[src/rtl/ball_pkg.sv]
// Shared types and constants for the pong ball sprite path.
package ball_pkg;

   typedef enum logic [1:0] {
      PINGPONG = 2'd0,
      SOCCER   = 2'd1,
      BASKET   = 2'd2
   } ball_type_e;

   localparam logic [6:0] SIZE_PINGPONG = 7'd20;
   localparam logic [6:0] SIZE_SOCCER   = 7'd40;
   localparam logic [6:0] SIZE_BASKET   = 7'd64;

   typedef logic [15:0] rgb565_t;

   localparam int unsigned PIPE_DEPTH = 2;

   typedef struct packed {
      logic de;
      logic hs;
      logic vs;
   } sync_t;

   // Type codes 2 and 3 both select the basketball.
   function automatic logic [6:0] ball_size(input logic [1:0] bt);
      logic [6:0] size;
      case (bt)
         PINGPONG: size = SIZE_PINGPONG;
         SOCCER:   size = SIZE_SOCCER;
         default:  size = SIZE_BASKET;
      endcase
      return size;
   endfunction

endpackage

[src/rtl/ball_box_hit.sv]
// Combinational ball bounding-box test and ROM offset generation.
module ball_box_hit
   import ball_pkg::*;
(
   input  logic       i_de,
   input  logic [9:0] i_x,
   input  logic [9:0] i_y,
   input  logic [9:0] i_bx,
   input  logic [9:0] i_by,
   input  logic [6:0] i_size,
   output logic       o_in_box,
   output logic [9:0] o_x_off,
   output logic [9:0] o_y_off
);

   logic [10:0] w_x_end;
   logic [10:0] w_y_end;
   logic        w_x_in;
   logic        w_y_in;

   // 11-bit end coordinates so a ball near the right/bottom edge clips instead of wrapping.
   assign w_x_end = {1'b0, i_bx} + {4'b0, i_size};
   assign w_y_end = {1'b0, i_by} + {4'b0, i_size};

   assign w_x_in  = (i_x >= i_bx) && ({1'b0, i_x} < w_x_end);
   assign w_y_in  = (i_y >= i_by) && ({1'b0, i_y} < w_y_end);

   assign o_in_box = i_de && w_x_in && w_y_in;
   assign o_x_off  = o_in_box ? (i_x - i_bx) : '0;
   assign o_y_off  = o_in_box ? (i_y - i_by) : '0;

endmodule

[src/rtl/ball_sprite_gen.sv]
// Ball sprite renderer: frame-latched position, ROM addressing, keyed 2-stage compositing.
// Optional outline: define BALL_BBOX_EN.
module ball_sprite_gen
   import ball_pkg::*;
#(
   parameter rgb565_t KEY_COLOR  = 16'h0000,
   parameter rgb565_t BBOX_COLOR = 16'hF800
)(
   input  logic        clk,
   input  logic        reset,
   input  logic        frame_start,
   input  logic [9:0]  x_pixel,
   input  logic [9:0]  y_pixel,
   input  logic        de_in,
   input  logic        hsync_in,
   input  logic        vsync_in,
   input  logic [15:0] bg_rgb,
   input  logic [9:0]  ball_x,
   input  logic [9:0]  ball_y,
   input  logic [1:0]  ball_type,
   output logic [9:0]  x_offset,
   output logic [9:0]  y_offset,
   output logic [1:0]  rand_ball,
   input  logic [15:0] pixel_data,
   output logic [15:0] rgb_out,
   output logic        de_out,
   output logic        hsync_out,
   output logic        vsync_out,
   output logic [12:0] ball_px_cnt
);

   logic [9:0]  r_bx;
   logic [9:0]  r_by;
   logic [1:0]  r_bt;

   logic        r_in_box_s1;
   rgb565_t     r_bg_s1;
   sync_t       r_sync_dly [PIPE_DEPTH];

   logic [12:0] r_cnt;

   logic        w_in_box;
   logic [9:0]  w_x_off;
   logic [9:0]  w_y_off;
   logic        w_opaque;
   logic        w_edge;
   logic        w_cnt_inc;
   logic [12:0] w_cnt_next;

   always_ff @(posedge clk or posedge reset) begin
      if (reset) begin
         r_bx <= '0;
         r_by <= '0;
         r_bt <= '0;
      end else if (frame_start) begin
         r_bx <= ball_x;
         r_by <= ball_y;
         r_bt <= ball_type;
      end
   end

   ball_box_hit u_box_hit (
      .i_de     (de_in),
      .i_x      (x_pixel),
      .i_y      (y_pixel),
      .i_bx     (r_bx),
      .i_by     (r_by),
      .i_size   (ball_size(r_bt)),
      .o_in_box (w_in_box),
      .o_x_off  (w_x_off),
      .o_y_off  (w_y_off)
   );

   always_ff @(posedge clk or posedge reset) begin
      if (reset) begin
         x_offset    <= '0;
         y_offset    <= '0;
         rand_ball   <= '0;
         r_in_box_s1 <= 1'b0;
         r_bg_s1     <= '0;
      end else begin
         x_offset    <= w_x_off;
         y_offset    <= w_y_off;
         rand_ball   <= r_bt;
         r_in_box_s1 <= w_in_box;
         r_bg_s1     <= bg_rgb;
      end
   end

   always_ff @(posedge clk or posedge reset) begin
      if (reset) begin
         for (int unsigned i = 0; i < PIPE_DEPTH; i++) begin
            r_sync_dly[i] <= '0;
         end
      end else begin
         r_sync_dly[0] <= '{de: de_in, hs: hsync_in, vs: vsync_in};
         for (int unsigned i = 1; i < PIPE_DEPTH; i++) begin
            r_sync_dly[i] <= r_sync_dly[i-1];
         end
      end
   end

   assign de_out    = r_sync_dly[PIPE_DEPTH-1].de;
   assign hsync_out = r_sync_dly[PIPE_DEPTH-1].hs;
   assign vsync_out = r_sync_dly[PIPE_DEPTH-1].vs;

`ifdef BALL_BBOX_EN
   logic [6:0] w_last;
   // Stage-1 rand_ball carries the type the in-flight pixel was addressed with.
   assign w_last = ball_size(rand_ball) - 7'd1;
   assign w_edge = r_in_box_s1 &&
                   ((x_offset == '0) || (x_offset == {3'b0, w_last}) ||
                    (y_offset == '0) || (y_offset == {3'b0, w_last}));
`else
   assign w_edge = 1'b0;
`endif

   assign w_opaque  = r_in_box_s1 && (pixel_data != KEY_COLOR);
   assign w_cnt_inc = w_opaque && !w_edge;

   always_ff @(posedge clk or posedge reset) begin
      if (reset) begin
         rgb_out <= '0;
      end else if (!r_sync_dly[0].de) begin
         rgb_out <= '0;
      end else if (w_edge) begin
         rgb_out <= BBOX_COLOR;
      end else if (w_opaque) begin
         rgb_out <= pixel_data;
      end else begin
         rgb_out <= r_bg_s1;
      end
   end

   assign w_cnt_next = (w_cnt_inc && (r_cnt != '1)) ? r_cnt + 13'd1 : r_cnt;

   always_ff @(posedge clk or posedge reset) begin
      if (reset) begin
         r_cnt       <= '0;
         ball_px_cnt <= '0;
      end else if (frame_start) begin
         ball_px_cnt <= w_cnt_next;
         r_cnt       <= '0;
      end else begin
         r_cnt       <= w_cnt_next;
      end
   end

endmodule

[config.mk]
export PLATFORM = sky130hd
export DESIGN_NAME = ball_sprite_gen
export DESIGN_NICKNAME = d
export VERILOG_FILES = /design/src/rtl/ball_pkg.sv /design/src/rtl/ball_box_hit.sv /design/src/rtl/ball_sprite_gen.sv
export SDC_FILE = /design/constraint.sdc
export NUM_CORES = 1
export LEC_CHECK = 0
export CAP_MARGIN = 40
export CORE_MARGIN = 3
export CORE_UTILIZATION = 30
export DETAILED_ROUTE_END_ITERATION = 10
export HOLD_SLACK_MARGIN = 0.08
export PLACE_DENSITY = 0.52
export SLEW_MARGIN = 15
export SYNTH_ARGS = -nofsm -noshare
export SYNTH_HDL_FRONTEND = slang
export SYNTH_SLANG_ARGS = --single-unit
[constraint.sdc]
create_clock -name clk -period 5.6 [get_ports clk]
set_input_delay 1.12 -clock clk [delete_from_list [all_inputs] [get_ports clk]]
set_output_delay 1.12 -clock clk [all_outputs]
set_load 0.02 [all_outputs]
# --- Word level (Yosys, flattened, before mapping) ---
# Cells that the tools add are included.
totals:
  inputBits: 80
  elab_cells: 43
  ff_bits: 109
op_classes:
  eq_ne: 2
  mux: 7
  magnitude_cmp: 4
  add_sub_neg: 5
  reduce_logical: 8
ops:
  columns: ["cell", "n"]
  rows:
  - ["2-to-1 mux 16 bit", 2]
  - ["2-to-1 mux 13 bit", 2]
  - ["adder 10 x 7 -> 11 bit", 2]
  - ["less-than comparator 10 x 11 -> 1 bit", 2]
  - ["greater-or-equal comparator 10 bit", 2]
  - ["2-to-1 mux 10 bit", 2]
  - ["subtractor 10 bit", 2]
  - ["nonzero test 16 bit", 1]
  - ["one-hot mux 7 bit (2 select lines)", 1]
  - ["adder 13 x 1 -> 13 bit (second input constant)", 1]
  - ["inequality test 13 bit (second input constant)", 1]
  - ["logical AND 1 bit", 6]
  - ["equality test 2 x 1 -> 1 bit (second input constant)", 1]
  - ["logical NOT 2 bit", 1]

# --- Logic depth before layout (Yosys ltp) ---
depth:
  ltp_word: 8
  depth_mapped: 19

# --- Cells and area by module ---
# From an unflattened synthesis, not the netlist that was laid out.
hier_totals:
  hier_cells: 569
  area_unflattened_um2: 6062.1
by_module_without_submodules:
  columns: ["module", "n_inst", "area_each_um2", "cells_per_inst"]
  rows:
  - ["ball_sprite_gen", 1, 3963.8, 291]
  - ["ball_box_hit", 1, 2098.3, 278]

# --- Least setup slack after synthesis ---
# No wires, ideal clock.
synth_timing:
  path_kind: "flip-flop to flip-flop"
  startpoint: "register r_bt[1]"
  endpoint: "register x_offset[3]"
  stages_incl_launch_ff: 20
  path_slack_ns: 1.694
  setup_time_ns: 0.086
  period_less_slack_ns: 3.906
  arrival_time_ns: 3.820
  path_cell_list: "dfrtp_1 -> clkbuf_1 -> clkbuf_1 -> inv_1 -> nand2_1 -> xnor2_1 -> ha_1 -> nor3_1 -> o41ai_1 -> a22o_1 -> nand2_1 -> xnor2_1 -> ha_1 -> a2111oi_0 -> o21ai_0 -> o22ai_1 -> a41o_1 -> o2111ai_1 -> clkbuf_1 -> nor3_1"
synth_between:
  elab_chain_len: 8
synth_rtl:
  columns: ["item", "line", "rtl"]
  rows:
  - ["start: declaration", "ball_sprite_gen.sv:34", "logic [1:0] r_bt;"]
  - ["start signal: assignment", "ball_sprite_gen.sv:58", "r_bt <= ball_type;"]
  - ["equality test 2 x 1 -> 1 bit or logical NOT 2 bit (tied branches)", "ball_pkg.sv:27", "case (bt)"]
  - ["one-hot mux 7 bit (2 select lines) (*)", "ball_pkg.sv:27", null]
  - ["adder 10 x 7 -> 11 bit", "ball_box_hit.sv:22", "assign w_x_end = {1'b0, i_bx} + {4'b0, i_size};"]
  - ["less-than comparator 10 x 11 -> 1 bit", "ball_box_hit.sv:25", "assign w_x_in = (i_x >= i_bx) && ({1'b0, i_x} < w_x_end);"]
  - ["logical AND 1 bit", "ball_box_hit.sv:25", null]
  - ["logical AND 1 bit", "ball_box_hit.sv:28", "assign o_in_box = i_de && w_x_in && w_y_in;"]
  - ["logical AND 1 bit (*)", "ball_box_hit.sv:28", null]
  - ["2-to-1 mux 10 bit (*)", "ball_box_hit.sv:29", "assign o_x_off = o_in_box ? (i_x - i_bx) : '0;"]
  - ["net u_box_hit.o_x_off[3]", "ball_box_hit.sv:12", "output logic [9:0] o_x_off,"]
  - ["end signal: assignment", "ball_sprite_gen.sv:82", "x_offset <= w_x_off;"]
  - ["end: declaration", "ball_sprite_gen.sv:21", "output logic [9:0] x_offset,"]
# The timed path passes the listed nets; every way through them passes the cells marked *.
# A chain may end at the register's enable or synchronous reset.

# --- Worst setup path after layout ---
layout_timing:
  startpoint: "register r_bt[1]"
  endpoint: "register y_offset[3]"
layout_between:
  elab_chain_len: 8
layout_rtl:
  columns: ["item", "line", "rtl"]
  rows:
  - ["equality test 2 x 1 -> 1 bit or logical NOT 2 bit (tied branches)", "ball_pkg.sv:27", null]
  - ["one-hot mux 7 bit (2 select lines) (*)", "ball_pkg.sv:27", null]
  - ["adder 10 x 7 -> 11 bit", "ball_box_hit.sv:22", null]
  - ["less-than comparator 10 x 11 -> 1 bit", "ball_box_hit.sv:25", null]
  - ["logical AND 1 bit", "ball_box_hit.sv:25", null]
  - ["logical AND 1 bit", "ball_box_hit.sv:28", null]
  - ["logical AND 1 bit (*)", "ball_box_hit.sv:28", null]
  - ["2-to-1 mux 10 bit (*)", "ball_box_hit.sv:30", "assign o_y_off = o_in_box ? (i_y - i_by) : '0;"]
  - ["net u_box_hit.o_y_off[3]", "ball_box_hit.sv:13", "output logic [9:0] o_y_off"]
  - ["end signal: assignment", "ball_sprite_gen.sv:83", "y_offset <= w_y_off;"]
  - ["end: declaration", "ball_sprite_gen.sv:22", "output logic [9:0] y_offset,"]
# Marks and branches as above.

==> summary by stage <==
Outcome
The flow ran to the end, and the final reports show no timing, DRC or antenna violations.

Cells and area
The net count of the finished layout is 826. In the layout the commonest cells are 132 x sky130_fd_sc_hd__clkdlybuf4s50_1, 109 x sky130_fd_sc_hd__dfrtp_1, 70 x sky130_fd_sc_hd__nand2_1. The ratio of cells with drive above 1 in the final layout is 0.0424. Leaving out fill and tap cells, the most frequent cell in the layout is sky130_fd_sc_hd__clkdlybuf4s50_1. The number of diodes added for antenna fixing is 0. The area growth from synthesis to layout is 33.4%. For this run, the share of the core covered by cells in the final layout is 0.413.

Clock network
Clock-pin slew was measured on the worst setup and hold paths at 0.07 ns. The clock passes through at most 2 buffers. The total clock buffers created by CTS is 9. The H-tree depth reported by CTS is 3. The clock root buffer master is sky130_fd_sc_hd__clkbuf_16.

Clock tree synthesis found a total of 109 sinks. TritonCTS built the clock tree. In this run the post-CTS setup repair buffer count came out at 0.

The post-cts sizing count is 0. Hold repair after CTS inserted 0 buffers. Clock latency on the worst-skew pair, taken at its later pin, is 0.35 ns.

Yosys
The post-synth net total is 700. By area, the combinational part of the netlist is dominated by compound AO/OA/AOI/OAI gates. In the synthesized netlist, the number of instances is 577. Yosys mapped a number of flops with a built-in enable equal to 0. In the synthesized netlist the async set-or-reset flop fraction comes to 1.00. Measured against the total synthesized area, the mux share comes to 0.00780. The count of distinct cell types in the synthesized netlist is 47. Each instance of the synthesized netlist takes up on average 9.73 µm². Of the total synthesized cell area, the portion taken by full adders, half adders and majority gates is 0.0985. The share of synthesized cell area in and, or, nand and nor gates is 0.148.

The mapped netlist covers 0.00562 mm². The share of synthesized area in the top cell type comes to 0.486. The synthesized design spends more area on one cell type than any other, namely sky130_fd_sc_hd__dfrtp_1. By area the synthesized netlist is led by sky130_fd_sc_hd__dfrtp_1 49%, sky130_fd_sc_hd__ha_1 9.1%, sky130_fd_sc_hd__nand2_1 4.7%, sky130_fd_sc_hd__nor2_1 4.1%, sky130_fd_sc_hd__o21ai_0 3.6%.

The share of the yosys chip area belonging to registers is 0.486. The share of the synthesized area in compound gates (AO/OA/AOI/OAI) is 0.158. The register bit total from synthesis is 109.

Of the total synthesized cell area, the portion taken by XOR and XNOR cells is 0.0608. The commonest register cell after synthesis is sky130_fd_sc_hd__dfrtp_1. For this run, the number of Yosys warnings is 0.

Placement
The wire-length estimate of the detail-placed layout is 11200 µm. Prior to clock tree synthesis, the placed netlist has a worst setup slack of 1.40 ns. The global placement routability congestion is 0.860.

The number of buffer cells added on primary ports is 133.

Route
For this run, design rule violations remaining after detail routing come to 0. After the first detailed-routing iteration, the DRC count stood at 215. The wire length after detailed routing is 14600 µm. The mean number of vias per cell is 4.87.

After detailed routing, the average wire length per cell comes to 15.6 µm. The count of vias placed by the detailed router is 4562. The count of nets left with antenna violations once routing finished came out at 0. The iteration count of the initial detailed-routing pass is 4.

Timing
The worst setup slack after layout is 1.40 ns. The smallest clock period supported by the final layout is computed as 4.20 ns. The number of failing hold endpoints at the final stage is 0. The setup clock skew after layout is 0.00662 ns. The remaining max-slew budget at the tightest pin is 0.593.

Setup repair after global routing left no endpoint under its margin. For the pin with the worst max-slew slack, the measured transition is 0.611 ns. Setup violations remaining at the end of the flow were counted as 0.

Timing would allow up to 238 MHz. In the finished design, the share of the clock period the worst path needs comes to 0.750. The max-slew violation count is 0. Adding up every negative setup slack in the final design gives 0 ns.

Setup path
Among all stages on the critical path, the largest delay is contributed by sky130_fd_sc_hd__dfrtp_1. The startpoint type of the worst setup path is a flop. On the critical path the largest part of the delay comes from compound AO/OA/AOI/OAI gates. Along the worst path, the maximum fanout reaches 20. The kind of critical path is flop to flop. The sum of buffers and inverters on the critical path is 2. Walking the worst path, the cells encountered are inv_1, nand2_1, xnor2_1, ha_1, nor3_1, o41ai_1, a22o_1, nand2_1, xnor2_1, ha_1, a2111oi_0, o21ai_0, o22ai_1, a41o_1, o2111ai_1, buf_4, nor3_1. The data required time of the critical path is 5.86 ns.

STA classifies the critical path endpoint as a flop. The largest incremental delay on the critical path is 0.72 ns. At the worst endpoint, the arrival time is 4.46 ns.

GRT
The number of antenna violations at the first check in global routing is 0. The number of global-route vias before repair is 4611. The first global-routing pass estimated 23600 µm of wire. The aggregate global routing overflow is 0.

Entering global routing, the biggest net connects 65 pins. The total routing resource utilization after global routing is 0.146.

Die
The floorplan step defined a die boundary enclosing 0.0204 mm². The initial utilization of the core area, before any placement, comes to 0.310. The die span in y is 143 µm. The core outline area is 0.0181 mm². The top-level port count is 134. After floorplanning, the core was divided into 49 placement rows. The die width is 143 µm.

Worst hold path
The class of the tightest hold or removal check is flop to flop.

Pwr
VDD sags by at most 123 µV. For this design the static power due to leakage is 3.33 nW. The power per standard cell area is 271 mW/mm².

Flow run
The number of violations of the max-capacitance limit is 0.
## worst paths after layout
kind	startpoint	endpoint	slack, ns	cells after the start
setup / recovery	r_bt[1]	y_offset[3]	1.40	17
hold / removal	r_sync_dly[4]	hsync_out	0.35	0
setup reg to reg	r_bt[1]	y_offset[3]	1.40	17
hold reg to reg	r_sync_dly[4]	hsync_out	0.35	0
max in group asynchronous	reset	rand_ball[0]	3.49	4
min in group asynchronous	reset	hsync_out	0.98	2
## metal layers
layer  wire (µm)  track usage
met1        6820        0.197
met3         691       0.0298
met5           0            0
met2        6870        0.233
met4         257       0.0500
## worst register-to-register path, stage by stage, from the launching register on
cell                        delay (ns)
sky130_fd_sc_hd__dfrtp_1          0.72
sky130_fd_sc_hd__inv_1            0.18
sky130_fd_sc_hd__nand2_1          0.18
sky130_fd_sc_hd__xnor2_1          0.14
sky130_fd_sc_hd__ha_1             0.24
sky130_fd_sc_hd__nor3_1           0.07
sky130_fd_sc_hd__o41ai_1          0.53
sky130_fd_sc_hd__a22o_1           0.23
sky130_fd_sc_hd__nand2_1          0.08
sky130_fd_sc_hd__xnor2_1          0.14
sky130_fd_sc_hd__ha_1             0.28
sky130_fd_sc_hd__a2111oi_0        0.32
sky130_fd_sc_hd__o21ai_0          0.14
sky130_fd_sc_hd__o22ai_1          0.15
sky130_fd_sc_hd__a41o_1           0.14
sky130_fd_sc_hd__o2111ai_1        0.10
sky130_fd_sc_hd__buf_4            0.24
sky130_fd_sc_hd__nor3_1           0.23
## Yosys cell counts, drive strengths merged (5+ instances only)
cell,number
dfrtp,109
nand2,70
nor2,61
ha,41
o21ai,40
a21oi,36
inv,36
xnor2,21
xor2,18
clkbuf,17
a21boi,16
nand3,12
nand4,11
nor3,10
and3,8
buf,6
nand2b,6
a21o,5
## cell families (layout without fill, tap and decap cells)
family / count (synthesis) / after routing
multiplexers: 4 / 4
flip-flops: 109 / 109
buffers and inverters: 59 / 190
AO/OA/AOI/OAI: 136 / 136
adder cells (fa/ha/maj): 43 / 43
XOR/XNOR: 39 / 39
AND/OR/NAND/NOR: 187 / 187
## state kept, by name, indices dropped and copies added (netlist names), 3 cells and up
register and count:
r_sync_dly 3, ball_px_cnt 13, rgb_out 16, r_bx 10, r_bg_s1 16, y_offset 10, r_cnt 13, x_offset 10
r_by 10
## where the power goes
part           switching, W  total [W]  internal, W
Combinational      0.000255   0.000488     0.000233
Clock              0.000310   0.000674     0.000363
Sequential        0.0000359   0.000866     0.000830
Total              0.000601    0.00203      0.00143
## final cells by class
class                      count  area (µm²)
clock inverter                 6        66.3
timing repair buffer         138        1380
multi-input combinational    409        2650
inverter                      36         138
tap                          229         287
sequential                   109        2730
fill                        1778       10700
clock buffer                  10         239
## through the flow
| stage | hold WS, ns | area, µm² | power [W] | std cells |
|---|---|---|---|---|
| finish | 0.351 | 7490 | 0.00203 | 937 |
| global route | 0.356 | 7490 | 0.00215 | 937 |
| CTS | 0.355 | 7470 | 0.00206 | 936 |
| detailed placement | 0.337 | 7160 | 0.00137 | 920 |
| global placement | 0.333 | 7160 | 0.00136 | 920 |
| floorplan | 0.331 | 5620 | 0.00119 | 577 |
Note: power is estimated with default switching activity, not from simulation.
